[src/rtl/eros_obi_rr_arbiter.sv]
// Round-robin arbiter: NUM_REQ OBI managers share one downstream OBI port; responses return in order via an ID FIFO.
// Latency: zero-cycle request/grant and response pass-through (combinational); state updates on the next clk_i edge.
// Backpressure: an ungranted request locks the winner until granted; no new requests are issued once MAX_OUTSTANDING are in flight.
module eros_obi_rr_arbiter #(
  parameter int unsigned NUM_REQ         = 2,
  parameter int unsigned MAX_OUTSTANDING = 4,
  parameter int unsigned ADDR_WIDTH      = 32,
  parameter int unsigned DATA_WIDTH      = 32
) (
  input  logic                            clk_i,
  input  logic                            rst_ni,
  input  logic [NUM_REQ-1:0]              req_i,
  input  logic [NUM_REQ-1:0]              we_i,
  input  logic [NUM_REQ*ADDR_WIDTH-1:0]   addr_i,
  input  logic [NUM_REQ*DATA_WIDTH/8-1:0] be_i,
  input  logic [NUM_REQ*DATA_WIDTH-1:0]   wdata_i,
  output logic [NUM_REQ-1:0]              gnt_o,
  output logic [NUM_REQ-1:0]              rvalid_o,
  output logic [DATA_WIDTH-1:0]           rdata_o,
  output logic                            mst_req_o,
  output logic                            mst_we_o,
  output logic [ADDR_WIDTH-1:0]           mst_addr_o,
  output logic [DATA_WIDTH/8-1:0]         mst_be_o,
  output logic [DATA_WIDTH-1:0]           mst_wdata_o,
  input  logic                            mst_gnt_i,
  input  logic                            mst_rvalid_i,
  input  logic [DATA_WIDTH-1:0]           mst_rdata_i,
  output logic                            busy_o,
  output logic                            protocol_err_o
);

  localparam int unsigned IDX_W = (NUM_REQ > 1) ? $clog2(NUM_REQ) : 1;
  localparam int unsigned PTR_W = (MAX_OUTSTANDING > 1) ? $clog2(MAX_OUTSTANDING) : 1;
  localparam int unsigned CNT_W = $clog2(MAX_OUTSTANDING + 1);
  localparam int unsigned BE_W  = DATA_WIDTH / 8;

  // Registered state
  logic [IDX_W-1:0] rr_ptr_q,    rr_ptr_d;
  logic             lock_vld_q,  lock_vld_d;
  logic [IDX_W-1:0] lock_idx_q,  lock_idx_d;
  logic [IDX_W-1:0] fifo_q [MAX_OUTSTANDING];
  logic [IDX_W-1:0] fifo_d [MAX_OUTSTANDING];
  logic [PTR_W-1:0] wr_ptr_q,    wr_ptr_d;
  logic [PTR_W-1:0] rd_ptr_q,    rd_ptr_d;
  logic [CNT_W-1:0] count_q,     count_d;
  logic             err_q,       err_d;

  // Combinational helpers
  logic             arb_found;
  logic [IDX_W-1:0] arb_idx;
  logic [IDX_W:0]   arb_sum;
  logic [IDX_W-1:0] winner;
  logic             any_req;
  logic             not_full;
  logic             hs;
  logic             pop;
  logic             spurious;
  logic             lock_drop;
  logic [IDX_W-1:0] head_idx;

  // Head/tail pointers wrap at MAX_OUTSTANDING, which need not be a power of two.
  function automatic logic [PTR_W-1:0] ptr_inc(input logic [PTR_W-1:0] p);
    return (p == PTR_W'(MAX_OUTSTANDING - 1)) ? '0 : p + PTR_W'(1);
  endfunction

  assign any_req   = |req_i;
  // No bypass when full: a pop this cycle only frees a slot for the next cycle.
  assign not_full  = (count_q < CNT_W'(MAX_OUTSTANDING));
  assign mst_req_o = any_req & not_full;
  // A locked address phase keeps its manager regardless of newer higher-priority requests.
  assign winner    = lock_vld_q ? lock_idx_q : arb_idx;
  assign hs        = mst_req_o & mst_gnt_i;
  // A response with nothing outstanding cannot be routed; it is flagged instead of popped,
  // even if a handshake in the same cycle is pushing a new entry.
  assign pop       = mst_rvalid_i & (count_q != '0);
  assign spurious  = mst_rvalid_i & (count_q == '0);
  assign lock_drop = lock_vld_q & ~req_i[lock_idx_q];
  assign head_idx  = fifo_q[rd_ptr_q];

  assign rdata_o        = mst_rdata_i;
  assign busy_o         = (count_q != '0);
  assign protocol_err_o = err_q;

  // Round-robin search: first requester at or after rr_ptr, modulo NUM_REQ.
  always_comb begin
    arb_found = 1'b0;
    arb_idx   = '0;
    arb_sum   = '0;
    for (int unsigned i = 0; i < NUM_REQ; i++) begin
      arb_sum = {1'b0, rr_ptr_q} + (IDX_W + 1)'(i);
      if (arb_sum >= (IDX_W + 1)'(NUM_REQ)) begin
        arb_sum = arb_sum - (IDX_W + 1)'(NUM_REQ);
      end
      if (!arb_found && req_i[arb_sum[IDX_W-1:0]]) begin
        arb_found = 1'b1;
        arb_idx   = arb_sum[IDX_W-1:0];
      end
    end
  end

  // Downstream address-phase mux, per-manager grant and response routing.
  always_comb begin
    mst_we_o    = 1'b0;
    mst_addr_o  = '0;
    mst_be_o    = '0;
    mst_wdata_o = '0;
    gnt_o       = '0;
    rvalid_o    = '0;
    for (int k = 0; k < int'(NUM_REQ); k++) begin
      if (mst_req_o && (winner == IDX_W'(k))) begin
        mst_we_o    = we_i[k];
        mst_addr_o  = addr_i[k*ADDR_WIDTH +: ADDR_WIDTH];
        mst_be_o    = be_i[k*BE_W +: BE_W];
        mst_wdata_o = wdata_i[k*DATA_WIDTH +: DATA_WIDTH];
      end
      gnt_o[k]    = hs  && (winner == IDX_W'(k));
      rvalid_o[k] = pop && (head_idx == IDX_W'(k));
    end
  end

  // Next-state: lock, round-robin pointer, ID FIFO, outstanding count and sticky error.
  always_comb begin
    rr_ptr_d   = rr_ptr_q;
    lock_vld_d = lock_vld_q;
    lock_idx_d = lock_idx_q;
    fifo_d     = fifo_q;
    wr_ptr_d   = wr_ptr_q;
    rd_ptr_d   = rd_ptr_q;
    count_d    = count_q;
    err_d      = err_q | spurious;

    // Lock: clear on handshake or when the locked manager withdraws; otherwise
    // capture the winner of an ungranted request so its address phase stays put.
    if (hs) begin
      lock_vld_d = 1'b0;
    end else if (lock_drop) begin
      lock_vld_d = 1'b0;
    end else if (mst_req_o && !mst_gnt_i) begin
      lock_vld_d = 1'b1;
      lock_idx_d = winner;
    end

    if (hs) begin
      rr_ptr_d         = (winner == IDX_W'(NUM_REQ - 1)) ? '0 : winner + IDX_W'(1);
      fifo_d[wr_ptr_q] = winner;
      wr_ptr_d         = ptr_inc(wr_ptr_q);
    end

    if (pop) begin
      rd_ptr_d = ptr_inc(rd_ptr_q);
    end

    case ({hs, pop})
      2'b10:   count_d = count_q + CNT_W'(1);
      2'b01:   count_d = count_q - CNT_W'(1);
      default: count_d = count_q;
    endcase
  end

  // State registers; reset drops every in-flight transaction.
  always_ff @(posedge clk_i or negedge rst_ni) begin
    if (!rst_ni) begin
      rr_ptr_q   <= '0;
      lock_vld_q <= 1'b0;
      lock_idx_q <= '0;
      wr_ptr_q   <= '0;
      rd_ptr_q   <= '0;
      count_q    <= '0;
      err_q      <= 1'b0;
      for (int i = 0; i < int'(MAX_OUTSTANDING); i++) begin
        fifo_q[i] <= '0;
      end
    end else begin
      rr_ptr_q   <= rr_ptr_d;
      lock_vld_q <= lock_vld_d;
      lock_idx_q <= lock_idx_d;
      wr_ptr_q   <= wr_ptr_d;
      rd_ptr_q   <= rd_ptr_d;
      count_q    <= count_d;
      err_q      <= err_d;
      fifo_q     <= fifo_d;
    end
  end

endmodule

[config.mk]
export PLATFORM = sky130hd
export DESIGN_NAME = eros_obi_rr_arbiter
export DESIGN_NICKNAME = d
export VERILOG_FILES = /design/src/rtl/eros_obi_rr_arbiter.sv
export SDC_FILE = /design/constraint.sdc
export NUM_CORES = 1
export LEC_CHECK = 0
export ABC_AREA = 1
export CELL_PAD_IN_SITES_DETAIL_PLACEMENT = 2
export CELL_PAD_IN_SITES_GLOBAL_PLACEMENT = 2
export CORE_ASPECT_RATIO = 0.75
export CORE_MARGIN = 2
export CORE_UTILIZATION = 10
export DETAILED_ROUTE_END_ITERATION = 7
export PLACE_DENSITY_LB_ADDON = 0.1
export SLEW_MARGIN = 20
export SYNTH_ARGS = -nofsm -noshare
export SYNTH_HDL_FRONTEND = slang
export SYNTH_SLANG_ARGS = --single-unit
export TNS_END_PERCENT = 10
[constraint.sdc]
create_clock -name clk_i -period 1.9 [get_ports clk_i]
set_clock_uncertainty 0.1 [all_clocks]
set_input_delay 0.38 -clock clk_i [delete_from_list [all_inputs] [get_ports clk_i]]
set_output_delay 0.38 -clock clk_i [all_outputs]
set_load 0.01 [all_outputs]
==> reports/metrics.yaml, run 1 <==
drtPass1Iterations: 4
arrival_ps: 1600
grt_overflow: 0
fmax_mhz: 480
power.density_nw_per_um2: 1270
worstSetupEndpointType: "output port"
grt.met1_usage_pct: 15.2
clkPwrFrac_pct: 5.8
yosysTopAreaCellShare_pct: 18.5
ant_nets: 0
drcViolationCount: 0
fillers: 2617
grt_pass1_vias: 4023
gr-usage-met3_pct: 3.83
finalCritPeriodShare_pct: 110
drt-total-wl_um: 16800
seqCellArea_um2: 377
slew_headroom_pct: 78.9
top_usage_layer: "met2"
setup_viol: 71
avgSynthCellArea_um2: 6.05
synth_largest_area_cell: "nand4_1"
failed_checks: "setup timing"
start_util_pct: 10.2
drt_iter0_drc: 66
die_h_um: 136
synth_cell_types: 25
vdd_drop_max_mv: 0.368
cellInternalPower_mw: 3.97
area_delta_synth_final_pct: 148
synth.area.top_cells: "nand4_1 (19%), nand3_1 (17%), dfrtp_1 (16%)"
multi_input_area_um2: 1750
start_kind: "flop"
antenna_found_initial: 0
wire_per_inst_um: 18.5
p_comb_share_pct: 86.0
clock_path_buffers: 2
cts_root_buffer: "clkbuf_16"
max_cap_violations: 0
crit_required_ps: 1420
vias: 3659
ios: 284
setup_tns_ps: -9550
place_congestion: 0.693
report.final.hold_viol_count: 0
dp.final_hpwl_um: 11500
swShare_pct: 45.8
dp_slack_ps: -885
cts_made_buffers: 3
die_x_um: 180
layout.nets: 793
cts.sinks: 15
ys_warn_count: 0
grt_max_degree: 37
drive_above_1_share_pct: 36.3
clkLatencyLatePin_ps: 250
p_sw_mw: 3.35
power_leakage_nw: 2.64
synth_cells: 385
hp-class: "in2async"
io_buffer_count: 219
path_max_fanout: 9
grtUsageTotal_pct: 12.1
vias_per_cell: 4.03
min_period_ps: 2080
power_frac_seq_pct: 8.2
finalMaxSlewViolations: 0
path_clk_slew_ps: 50
die-area_um2: 24500
syn-num-nets: 568
setup_slack_ps: -184
syn_area_um2: 2330
ys_seq_elements: 15
h-tree-depth: 1
status: "finished, violations left"
worst_pin_slew_ps: 314
rows: 48
cts_tree: "built"
ys_seq_area_share_pct: 16.1
crit_type: "reg2out"
diodes: 0
met2_usage_pct: 21.2
rsz0062_at_grt: "true"
core_area_um2: 22900
grt_pass1_wl_um: 23600
-- layout make-up --
type,count,share of cell area [%]
multi-input combinational,279,30.3
clock buffer,4,1.37
timing repair buffer,290,53.9
tap,300,6.50
inverter,21,1.41
sequential,15,6.52
-- kinds of logic (layout without fill, tap and decap cells) --
| group | count (synthesis) | count (layout) | share of synthesized area [%] |
|---|---|---|---|
| buffers and inverters | 91 | 315 | 22.5 |
| XOR/XNOR | 2 | 2 | 0.752 |
| flip-flops | 15 | 15 | 16.1 |
| adder cells (fa/ha/maj) | 7 | 7 | 4.08 |
| AO/OA/AOI/OAI | 14 | 14 | 3.22 |
| AND/OR/NAND/NOR | 256 | 256 | 53.3 |
-- flip-flops by register name, summed over array words and instances (netlist names) --
register and cells:
protocol_err_o 1, lock_vld_q 1, rr_ptr_q 1, fifo_q 4, count_q 3, rd_ptr_q 2, lock_idx_q 1, wr_ptr_q 2
-- per-layer routing --
layer | routed length (µm) | share of wire (%)
met4 | 27 | 0.16
met2 | 8150 | 49
met5 | 0 | 0
met1 | 7410 | 44
met3 | 1190 | 7.1
-- power by group through the flow --
| stage | clock [mW] | combinational (mW) | sequential, mW |
|---|---|---|---|
| 5_1_grt | 0.456 | 6.86 | 0.629 |
| 3_3_place_gp | 0 | 4.95 | 0.585 |
| 6_report | 0.422 | 6.29 | 0.602 |
| 2_1_floorplan | 0 | 2.24 | 0.560 |
| 4_1_cts | 0.445 | 5.51 | 0.601 |
| 3_5_place_dp | 0 | 5.03 | 0.593 |
-- through the flow --
step	area, µm²	power, mW	instances	hold WS, ps	utilization (%)
after CTS	5230	6.55	894	375	22.8
after global routing	5770	7.94	909	398	25.2
after detailed placement	4970	5.62	877	368	21.7
final	5770	7.32	909	368	25.2
after global placement	4970	5.53	877	359	21.7
after floorplan	2330	2.80	385	-15.6	-
-- critical path, stage by stage, from the launching register on --
cell,delay [ps]
dfrtp_1,410
nor2_2,160
nand2_4,100
nand2_8,100
buf_12,140
buf_12,140
nand3_1,80
nand2_1,80
buf_2,130
-- cell usage after synthesis --
cell type,number
buf_1,5
inv_1,17
nand3_1,77
a21oi_1,2
o21bai_1,1
clkbuf_1,12
xor2_1,1
nand3b_1,1
nor2_2,1
inv_2,4
buf_4,34
o21ai_1,4
buf_6,5
buf_2,14
xnor2_1,1
nor3_1,1
dfrtp_1,15
nor2_1,7
o211ai_1,1
o21ai_0,6
nand4_1,69
nand2_1,98
ha_1,6
nand2_2,2
fa_1,1
-- path summary, 6_finish.rpt --
check,start,end,slack (ps),cells after the start
worst min-delay path,rst_ni,lock_idx_q$_DFFE_PN0P_,370,2
min in group clk_i,count_q[0]$_DFFE_PN0P_,count_q[0]$_DFFE_PN0P_,380,1
worst max-delay path,lock_vld_q$_DFFE_PN0P_,mst_wdata_o[7],-180,8
max in group asynchronous,rst_ni,count_q[2]$_DFFE_PN0P_,1100,2
worst min register to register,count_q[0]$_DFFE_PN0P_,count_q[0]$_DFFE_PN0P_,380,1
worst max register to register,count_q[2]$_DFFE_PN0P_,count_q[2]$_DFFE_PN0P_,40,11
-- layout by cell type, fill, tap and decap left out, types with 13 or more instances in the layout --
master,instances
nand3_2,36
nand4_1,69
buf_4,25
inv_1,16
buf_12,19
buf_2,38
buf_6,46
dfrtp_1,14
nand2_2,19
clkbuf_16,13
clkdlybuf4s50_1,142
nand3_1,40
nand2_1,77
-- repair_timing --
item | CTS | global route
cloned | 5 | 10
hold buffers | 0 | 0
pin swaps | 10 | 41
endpoints found under the setup margin | 77 | 77
endpoints found under the hold margin | 0 | 0
setup buffers | 9 | 10
resized for setup | 317 | 118
(Power assumes the default switching activity.)
==> inputs of run 2 (changes only) <==
--- a/config.mk
+++ b/config.mk
@@ -8,9 +8,9 @@
 export ABC_AREA = 1
 export CELL_PAD_IN_SITES_DETAIL_PLACEMENT = 2
 export CELL_PAD_IN_SITES_GLOBAL_PLACEMENT = 2
-export CORE_ASPECT_RATIO = 0.75
+export CORE_ASPECT_RATIO = 0.7
 export CORE_MARGIN = 2
-export CORE_UTILIZATION = 10
+export CORE_UTILIZATION = 12
 export DETAILED_ROUTE_END_ITERATION = 7
 export PLACE_DENSITY_LB_ADDON = 0.1
 export SLEW_MARGIN = 20
==> constraint.sdc (replaced) <==
create_clock -name clk_i -period 2.55 [get_ports clk_i]
set_clock_uncertainty 0.1 [all_clocks]
set_input_delay 0.51 -clock clk_i [delete_from_list [all_inputs] [get_ports clk_i]]
set_output_delay 0.51 -clock clk_i [all_outputs]
set_load 0.01 [all_outputs]
==> reports/metrics.yaml, run 2 (synthesis results as in run 1) <==
fillers: 2252  # was 2617
met2_usage_pct: 21.6  # was 21.2%
path_max_fanout: 18  # was 9
reg.largest.list: "fifo_q (4), count_q (3)"  # unchanged
ios: 284  # unchanged
finalCritPeriodShare_pct: 94.8
die_h_um: 121  # was 136 µm
largest_reg_flops: 4  # unchanged
crit_chain: "nor2_1, nand2_2, nand2_4, buf_4, buf_16, nand3_1, nand2_1, dlygate4sd2_1"  # was nor2_2, nand2_4, nand2_8, buf_12, buf_12, nand3_1, nand2_1, buf_2
slew_headroom_pct: 77.9  # was 78.9%
diodes: 0  # unchanged
crit_required_ps: 1940  # was 1420 ps
power.density_nw_per_um2: 835  # was 1270 nW/µm²
die-area_um2: 20600  # was 24500 µm²
min_period_ps: 2420
path_clk_slew_ps: 50  # about the same
dp_slack_ps: -546  # was -885 ps
place_congestion: 0.749  # was 0.693
swShare_pct: 48.5  # was 45.8%
setup_slack_ps: 132  # was -184 ps
hp-class: "reg2reg"  # was in2async
setup_viol: 0  # was 71
cp_num_buf_inv: 3  # unchanged
top_usage_layer: "met2"  # unchanged
core_area_um2: 19000  # was 22900 µm²
vias: 3493  # was 3659
rsz0062_at_grt: "false"  # was true
slowest_stage: "dfrtp_1"  # unchanged
gr-usage-met3_pct: 4.71  # was 3.83%
dpl.cell_count: 825  # was 877
top_register: "fifo_q"  # unchanged
worstSetupEndpointType: "output port"  # unchanged
clkPwrFrac_pct: 7.6  # was 5.8%
io_buffer_count: 219  # unchanged
report.final.hold_viol_count: 0  # unchanged
cts.sinks: 15  # unchanged
vdd_drop_max_mv: 0.260  # was 0.368 mV
start_util_pct: 12.3  # was 10.2%
final_cell_mix: "clkdlybuf4s50_1 (145), nand2_1 (97), nand3_1 (77), nand4_1 (69), dlygate4sd2_1 (55)"  # was clkdlybuf4s50_1 (142), nand2_1 (77), nand4_1 (69), buf_6 (46), nand3_1 (40)
power_frac_seq_pct: 11.0  # was 8.2%
start_kind: "flop"  # unchanged
status: "finished, final reports clean"  # was finished, violations left
worst_pin_slew_ps: 329  # was 314 ps
grt_pass1_vias: 3772  # was 4023
ant_nets: 0  # unchanged
final_cells: 835  # was 909
dp.final_hpwl_um: 10900  # was 11500 µm
grt_max_degree: 43  # was 37
drive_above_1_share_pct: 10.7  # was 36.3%
h-tree-depth: 1  # unchanged
die_x_um: 171  # was 180 µm
cpLargestDelayFamily: "buffers and inverters"  # was simple AND/OR/NAND/NOR gates
cts_tree: "built"  # unchanged
max_cap_violations: 0  # unchanged
p_comb_share_pct: 81.4  # was 86.0%
clock_path_buffers: 2  # unchanged
wire_per_inst_um: 16.5  # was 18.5 µm
finalMaxSlewViolations: 0  # unchanged
drcViolationCount: 0  # unchanged
vias_per_cell: 4.18  # was 4.03
cellInternalPower_mw: 2.09  # was 3.97 mW
grt_pass1_wl_um: 21400  # was 23600 µm
rows: 42  # was 48
antenna_found_initial: 0  # unchanged
drt-total-wl_um: 13800  # was 16800 µm
clkLatencyLatePin_ps: 240  # was 250 ps
final_common_cell: "clkdlybuf4s50_1"  # unchanged
critPathMaxStageDelay_ps: 420  # was 410 ps
arrival_ps: 1810  # was 1600 ps
rrSetupSlack_ps: 470  # was 40 ps
grtUsageTotal_pct: 13.0  # was 12.1%
grt.met1_usage_pct: 16.7  # was 15.2%
drtPass1Iterations: 4  # unchanged
hold_buffers: 0  # unchanged
cts_made_buffers: 3  # unchanged
area_delta_synth_final_pct: 109  # was 148%
fmax_mhz: 413
crit_type: "reg2out"  # unchanged
power_leakage_nw: 2.41  # was 2.64 nW
drt_iter0_drc: 77  # was 66
cts_root_buffer: "clkbuf_16"  # unchanged
p_sw_mw: 1.97  # was 3.35 mW
layout.nets: 755  # was 793
grt_overflow: 0  # unchanged
-- run 2: cell count changes in the layout (fill, tap and decap cells not counted), sizes merged --
cell	change
clkinv	+1
buf	-101
clkdlybuf4s15	-1
clkbuf	+4
dlygate4sd2	+55
dlymetal6s2s	+1
clkdlybuf4s50	+3
-- run 2: final cells by class --
cell class | count | area [µm²] | share of cell area, %
sequential | 15 | 375 | 7.72
clock inverter | 1 | 5.00 | 0.103
clock buffer | 3 | 75.1 | 1.54
multi-input combinational | 279 | 1440 | 29.7
tap | 264 | 330 | 6.79
timing repair buffer | 252 | 2560 | 52.6
inverter | 21 | 78.8 | 1.62
-- run 2: per-layer routing --
layer  up-vias  routed length [µm]  share of wire (%)
met4         0                  74               0.54
met1      1647                6090                 44
met2       155                6230                 45
met3         8                1370                9.9
met5         -                   0                  0
li1       1683                   -                  -
-- run 2: path summary, 6_finish.rpt --
path                                                from  cells past startpoint                  endpoint
worst min-delay path            protocol_err_o$_DFF_PN0_                      1  protocol_err_o$_DFF_PN0_
worst max-delay path              lock_vld_q$_DFFE_PN0P_                      8            mst_addr_o[11]
max in group asynchronous                         rst_ni                      2     fifo_q[3]$_DFFE_PN0P_
worst max register to register    count_q[2]$_DFFE_PN0P_                     10    count_q[2]$_DFFE_PN0P_
worst min register to register  protocol_err_o$_DFF_PN0_                      1  protocol_err_o$_DFF_PN0_
min in group asynchronous                         rst_ni                      2    lock_idx_q$_DFFE_PN0P_
-- run 2: power groups by stage --
stage | combinational, mW | clock [mW] | sequential, mW
floorplan | 1.67 | 0 | 0.417
detailed placement | 3.50 | 0 | 0.453
global placement | 3.46 | 0 | 0.447
global route | 3.68 | 0.341 | 0.469
CTS | 3.36 | 0.323 | 0.450
finish | 3.31 | 0.307 | 0.447
-- run 2: worst reg2reg max path, cell delays in order (launching register included) --
cell and delay, ps:
dfrtp_1 420, inv_2 80, nand3_1 130, nand2_1 140
inv_2 120, ha_1 180, inv_1 70, fa_1 380
nand2_1 90, nand3b_1 100, xor2_1 150
-- run 2: repair_timing --
| item | CTS | global route |
|---|---|---|
| endpoints found under the setup margin | 72 | 63 |
| gates resized for setup | 82 | 33 |
| pin swaps | 1 | 2 |
| buffers inserted | 2 | 2 |
| gates cloned | 1 | 1 |
-- run 2: stage by stage --
stage | total power, mW | setup TNS (ps) | hold slack [ps] | util (%) | area, µm²
finish | 4.06 | 0 | 376 | 25.6 | 4860
global route | 4.49 | 0 | 408 | 25.6 | 4860
floorplan | 2.08 | 0 | 114 | - | 2330
detailed placement | 3.95 | -34410 | 365 | 25.3 | 4790
global placement | 3.91 | -33680 | 360 | 25.3 | 4790
CTS | 4.13 | -554 | 381 | 25.7 | 4870
